--- config.mk ---
export PLATFORM = sky130hd
export DESIGN_NAME = booth_mul_ctrl
export DESIGN_NICKNAME = d
export VERILOG_FILES = /design/src/rtl/booth_mul_ctrl_pkg.sv /design/src/rtl/booth_mul_ctrl_pp.sv /design/src/rtl/booth_mul_ctrl.sv
export SDC_FILE = /design/constraint.sdc
export NUM_CORES = 1
export LEC_CHECK = 0
export CAP_MARGIN = 30
export CORE_AREA = 2 2 243 245
export CTS_CLUSTER_DIAMETER = 60
export CTS_CLUSTER_SIZE = 20
export DETAILED_ROUTE_END_ITERATION = 12
export DIE_AREA = 0 0 245 247
export PLACE_DENSITY = 0.81
export RECOVER_POWER = 50
export SLEW_MARGIN = 15
export SYNTH_ARGS = -nofsm -noshare
export SYNTH_HDL_FRONTEND = slang
export SYNTH_SLANG_ARGS = --single-unit
--- constraint.sdc ---
create_clock -name clk -period 12.49 [get_ports clk]
set_clock_uncertainty 0.2 [all_clocks]
set_input_delay 1.8735 -clock clk [delete_from_list [all_inputs] [get_ports clk]]
set_output_delay 1.8735 -clock clk [all_outputs]
set_load 0.02 [all_outputs]
--- src/rtl/booth_mul_ctrl_pkg.sv ---
// Shared types and constants for the radix-4 Booth multiplier sequencer.
package booth_mul_ctrl_pkg;

   localparam int MUL_XLEN = 64;
   localparam int MULW_LEN = 32;

   typedef enum logic [1:0] {
      ST_IDLE = 2'd0,
      ST_BUSY = 2'd1,
      ST_DONE = 2'd2
   } mul_state_t;

   // mul_signed = {a_signed, b_signed}
   localparam int SGN_A_BIT = 1;
   localparam int SGN_B_BIT = 0;

   // One radix-4 digit per two bits of the extended operand
   localparam int ITERS_W = (MULW_LEN + 2) / 2;

   typedef struct packed {
      logic neg;
      logic pos;
      logic neg2;
      logic pos2;
   } booth_sel_t;

   function automatic int booth_iters(input int ext_width);
      return ext_width / 2;
   endfunction

   function automatic booth_sel_t booth_select(input logic [2:0] digit);
      booth_sel_t s;
      s = '0;
      case (digit)
         3'b001, 3'b010: s.pos  = 1'b1;
         3'b011:         s.pos2 = 1'b1;
         3'b100:         s.neg2 = 1'b1;
         3'b101, 3'b110: s.neg  = 1'b1;
         default:        s      = '0;
      endcase
      return s;
   endfunction

endpackage

--- src/rtl/booth_mul_ctrl_pp.sv ---
// Radix-4 Booth partial product: {B[2:0], X} -> one of 0, +-X, +-2X.
module booth_pp_gen
   import booth_mul_ctrl_pkg::*;
#(
   parameter int XLEN = MUL_XLEN
) (
   input  logic [2:0]        digit,
   input  logic [2*XLEN-1:0] x,
   output logic [2*XLEN-1:0] pp
);

   booth_sel_t        sel;
   logic [2*XLEN-1:0] x2;

   assign sel = booth_select(digit);
   assign x2  = {x[2*XLEN-2:0], 1'b0};

   always_comb begin
      pp = '0;
      unique case (1'b1)
         sel.pos:  pp = x;
         sel.neg:  pp = -x;
         sel.pos2: pp = x2;
         sel.neg2: pp = -x2;
         default:  pp = '0;
      endcase
   end

endmodule

--- src/rtl/booth_mul_ctrl.sv ---
// Iterative radix-4 Booth multiplier sequencer, one digit per cycle.
// Define MUL_EARLY_OUT_EN to finish as soon as the remaining digits are zero.
module booth_mul_ctrl
   import booth_mul_ctrl_pkg::*;
#(
   parameter int XLEN = MUL_XLEN
) (
   input  logic            clk,
   input  logic            rst_n,
   input  logic            flush,
   input  logic            mul_valid,
   output logic            mul_ready,
   input  logic            mulw,
   input  logic [1:0]      mul_signed,
   input  logic [XLEN-1:0] multiplicand,
   input  logic [XLEN-1:0] multiplier,
   output logic            out_valid,
   input  logic            out_ready,
   output logic [XLEN-1:0] result_hi,
   output logic [XLEN-1:0] result_lo
);

   localparam int PW = 2 * XLEN;
   localparam int EW = XLEN + 2;
   localparam int BW = EW + 1;
   localparam int CW = $clog2(EW + 1);

   mul_state_t      state_q, state_d;
   logic [PW-1:0]   acc_q, x_q, pp, acc_sum;
   logic [BW-1:0]   b_q;
   logic [CW-1:0]   cnt_q;
   logic            mulw_q;
   logic [XLEN-1:0] hi_q, lo_q;
   logic            a_sgn, b_sgn;
   logic [EW-1:0]   a_ext, b_ext;
   logic            load, step, fin, last, early;

   assign a_sgn = mul_signed[SGN_A_BIT];
   assign b_sgn = mul_signed[SGN_B_BIT];

   always_comb begin
      a_ext = {{2{a_sgn & multiplicand[XLEN-1]}}, multiplicand};
      b_ext = {{2{b_sgn & multiplier[XLEN-1]}}, multiplier};
      if (mulw) begin
         a_ext = {{(EW-MULW_LEN){a_sgn & multiplicand[MULW_LEN-1]}},
                  multiplicand[MULW_LEN-1:0]};
         b_ext = {{(EW-MULW_LEN){b_sgn & multiplier[MULW_LEN-1]}},
                  multiplier[MULW_LEN-1:0]};
      end
   end

   booth_pp_gen #(.XLEN(XLEN)) u_pp (
      .digit (b_q[2:0]),
      .x     (x_q),
      .pp    (pp)
   );

   assign acc_sum = acc_q + pp;

`ifdef MUL_EARLY_OUT_EN
   logic [BW-1:0] b_nxt;
   // Uniform remaining bits mean every later digit is 000 or 111
   assign b_nxt = {{2{b_q[BW-1]}}, b_q[BW-1:2]};
   assign early = (&b_nxt) | ~(|b_nxt);
`else
   assign early = 1'b0;
`endif

   assign last = (cnt_q == CW'(1)) | early;

   always_comb begin
      state_d = state_q;
      load    = 1'b0;
      step    = 1'b0;
      fin     = 1'b0;
      unique case (state_q)
         ST_IDLE: begin
            if (mul_valid) begin
               load    = 1'b1;
               state_d = ST_BUSY;
            end
         end
         ST_BUSY: begin
            step = 1'b1;
            if (last) begin
               fin     = 1'b1;
               state_d = ST_DONE;
            end
         end
         ST_DONE: begin
            if (out_ready) state_d = ST_IDLE;
         end
         default: state_d = ST_IDLE;
      endcase
      if (flush) begin
         state_d = ST_IDLE;
         load    = 1'b0;
         step    = 1'b0;
         fin     = 1'b0;
      end
   end

   always_ff @(posedge clk or negedge rst_n) begin
      if (!rst_n) begin
         state_q <= ST_IDLE;
         acc_q   <= '0;
         x_q     <= '0;
         b_q     <= '0;
         cnt_q   <= '0;
         mulw_q  <= 1'b0;
         hi_q    <= '0;
         lo_q    <= '0;
      end else begin
         state_q <= state_d;
         if (load) begin
            acc_q  <= '0;
            x_q    <= {{(PW-EW){a_ext[EW-1]}}, a_ext};
            b_q    <= {b_ext, 1'b0};
            cnt_q  <= mulw ? CW'(ITERS_W) : CW'(booth_iters(EW));
            mulw_q <= mulw;
         end else if (step) begin
            acc_q <= acc_sum;
            x_q   <= {x_q[PW-3:0], 2'b00};
            b_q   <= {{2{b_q[BW-1]}}, b_q[BW-1:2]};
            cnt_q <= cnt_q - CW'(1);
         end
         if (fin) begin
            hi_q <= mulw_q ? {XLEN{acc_sum[MULW_LEN-1]}}
                           : acc_sum[PW-1:XLEN];
            lo_q <= mulw_q ? {{(XLEN-MULW_LEN){acc_sum[MULW_LEN-1]}},
                              acc_sum[MULW_LEN-1:0]}
                           : acc_sum[XLEN-1:0];
         end
      end
   end

   assign mul_ready = (state_q == ST_IDLE);
   assign out_valid = (state_q == ST_DONE);
   assign result_hi = hi_q;
   assign result_lo = lo_q;

endmodule

==> run metrics <==
Layout area overhead 12.4%; crit path max fanout 97; vias in the first global route about 32000; Adder-Cell Fraction of Synth Area 0.0478; number of distinct library cells after synthesis 84; largest net degree at the start of global routing 180; syn_area_per_cell about 7.8 µm²; hold path depth 2; leading area contributor after synthesis dfrtp_1; Setup CP Type flop to flop; final worst-path cycle share 0.671; Nets approximately 4700; row count 89; reg-to-reg setup timing slack between 4 and 5 ns; drt initial violations 4554; Reg clk slew, reported paths roughly 0.080 ns; first-pass GRT wire length ~190000 µm; postcts setup bufs 0; Initial Utilization 0.592; Worst-Skew Late Latency 0.62 ns; P_leak 16.4 nW; Post-Syn Instances around 4400; FF+latch count, synth 461; Core Region just under 60000 µm²; via count around 35000; Final Worst Setup Slack just over 4 ns; die area about 61000 µm²; Async S/R FF share, synth 1.00; Die X roughly 250 µm; synthesized area approximately 34000 µm²; GR peak layer met2; crit path launch b_q[1]$_DFFE_PN0P_; CP endpoint kind flop; Max Freq approximately 120 MHz; main combinational cell family by area after synthesis compound AO/OA/AOI/OAI gates; routed wire length ~120000 µm; final setup fails 0; RSZ-0062 raised after global routing no; GR Layer Usage met2 0.569; cts repair resizes 0; CTS sink cnt 461; Slew Viols, Final between 200 and 250; CTS tree yes; dpl cells roughly 5000; met3 Use GR 0.0965; max cap viols 4; CP Data Arrival Time around 8.7 ns; Die H 247 µm; minimum clock period after layout around 8.4 ns; initial antenna violation count 6; leading cell type in the layout, fill and taps excluded nand2_1; EDFF count, synth 0; Ys Warns 0; Synth Flop Type dfrtp_1; H-tree levels 2; clock root cell clkbuf_16; pre-CTS setup slack ~4.2 ns; most frequent cells in the layout 789 x nand2_1, 457 x dfrtp_1, 372 x a21oi_1, 341 x o21ai_0, 333 x nor2_1; global route overflow 0; Max rail drop VDD between 0.2 and 0.3 mV; share of the yosys chip area belonging to registers 0.335; Synth area leaders dfrtp_1 33%, nand2_1 8.7%, a21oi_1 5.4%; proportion of layout cells with a drive suffix above 1 0.0441; Vias/cell 6.70; Hold Path Origin result_lo[20]$_DFFE_PN0P_; Rel. slew slack -1.44; failing checks capacitance limit, slew limit; Post-route DRC 0; CP required about 13 ns; worst slew pin tran 3.67 ns; I/O pins between 200 and 300; clk buf depth 3; TritonRoute pass-1 iters 6; worst hold slack 0.274 ns; cells on worst reg2reg path 21; Post-Synth XOR/XNOR Area 0.0775; CTS Hold Bufs 0; multiplexer share of the synthesized area 0.0115; R2R Path Start b_q[1]$_DFFE_PN0P_; power per cell area ~340 nW/µm²; Compound-Gate Fraction of Synth Area 0.272; Power, Total about 13 mW; met1 Use GR 0.568; simple-gate share of the synthesized area 0.206; Worst Hold Class flop to flop; critical path startpoint category flop; WL per Instance approximately 23 µm; gpl congestion about 1.0; status finished with violations; final cell count without fillers ~5200; Syn Nets around 4700; clock buffers created by TritonCTS 42; final hold vios 0; Synth top area share 0.335; setup TNS 0 ns; Antenna Nets Post-Route 0; Tot GR Track Use 0.392; number of fill cells around 5000; port buffer count 265; HPWL Detailed roughly 86000 µm
[worst max-delay path: stages (launching register included)]
cell     delay (ns)
dfrtp_4        0.73
buf_4          0.68
inv_1          0.13
buf_4          0.33
nand2_2        0.10
buf_4          0.74
o21ai_0        0.22
a22oi_1        0.22
o21ai_0        0.42
ha_1           0.68
nand4_1        0.18
or2_2          0.32
o22ai_1        0.17
or2_2          0.17
o21ai_0        0.11
nor2b_1        0.18
xnor2_1        0.76
nand2_2        0.61
nor2_1         0.71
buf_4          0.36
a21oi_1        0.06
nand2_1        0.09
[area by class of cell]
type / count / area, µm² / share of cell area
Sequential cell: 461 / 11500 / 0.298
Antenna cell: 2 / 5.00 / 0.000129
Inverter: 52 / 195 / 0.00504
Clock buffer: 47 / 1120 / 0.0289
Tap cell: 773 / 967 / 0.0250
Clock inverter: 29 / 459 / 0.0119
Timing Repair Buffer: 323 / 3200 / 0.0827
Multi-Input combinational cell: 3508 / 21200 / 0.548
[cells in the mapped netlist, types with 58 or more instances]
library cell and instances:
clkbuf_1 372, nand4_1 77, ha_1 130, or3_1 66
a31oi_1 76, nand2_1 794, xor2_1 137, nor2_1 339
nor3_1 80, o21a_1 69, o211ai_1 58, dfrtp_1 461
xnor2_1 168, a21oi_1 373, a21o_1 64, a221o_1 58
o21ai_0 341, a22oi_1 119
[worst paths after layout]
kind                                             end
min                        result_lo[20]$_DFFE_PN0P_
max                        result_hi[33]$_DFFE_PN0P_
max reg2reg                result_hi[33]$_DFFE_PN0P_
max in group asynchronous         b_q[0]$_DFFE_PN0P_
min in group asynchronous        b_q[53]$_DFFE_PN0P_
min reg2reg                result_lo[20]$_DFFE_PN0P_
[layer usage]
metal,wire [µm],up-vias
li1,-,15853
met1,50500,16587
met2,50600,2083
met3,14300,281
met4,4580,10
met5,65,-
[state kept, by name, indices dropped and copies added, names as in the netlist]
name	flops
cnt_q	7
mulw_q	1
result_lo	64
x_q	128
acc_q	128
b_q	67
state_q	2
result_hi	64
[report_power, final]
part           switching, mW  leakage, nW  internal, mW  total, mW
sequential             0.880         5.76          2.15       3.03
combinational           5.56         9.83          2.98       8.54
clock                  0.705        0.773         0.814       1.52
total                   7.14         16.4          5.95       13.1
[cell families after synthesis]
group | count (synthesis)
buffers and inverters | 461
multiplexers | 39
adder cells (fa/ha/maj) | 131
XOR/XNOR | 305
AND/OR/NAND/NOR | 1585
AO/OA/AOI/OAI | 1448
flip-flops | 461
[metrics by stage]
stage / util / cell area (µm²)
2_1_floorplan: - / 34500
3_5_place_dp: 0.635 / 37000
6_report: 0.665 / 38700
5_1_grt: 0.665 / 38700
3_3_place_gp: 0.635 / 37000
4_1_cts: 0.663 / 38600
(Power assumes the default switching activity.)
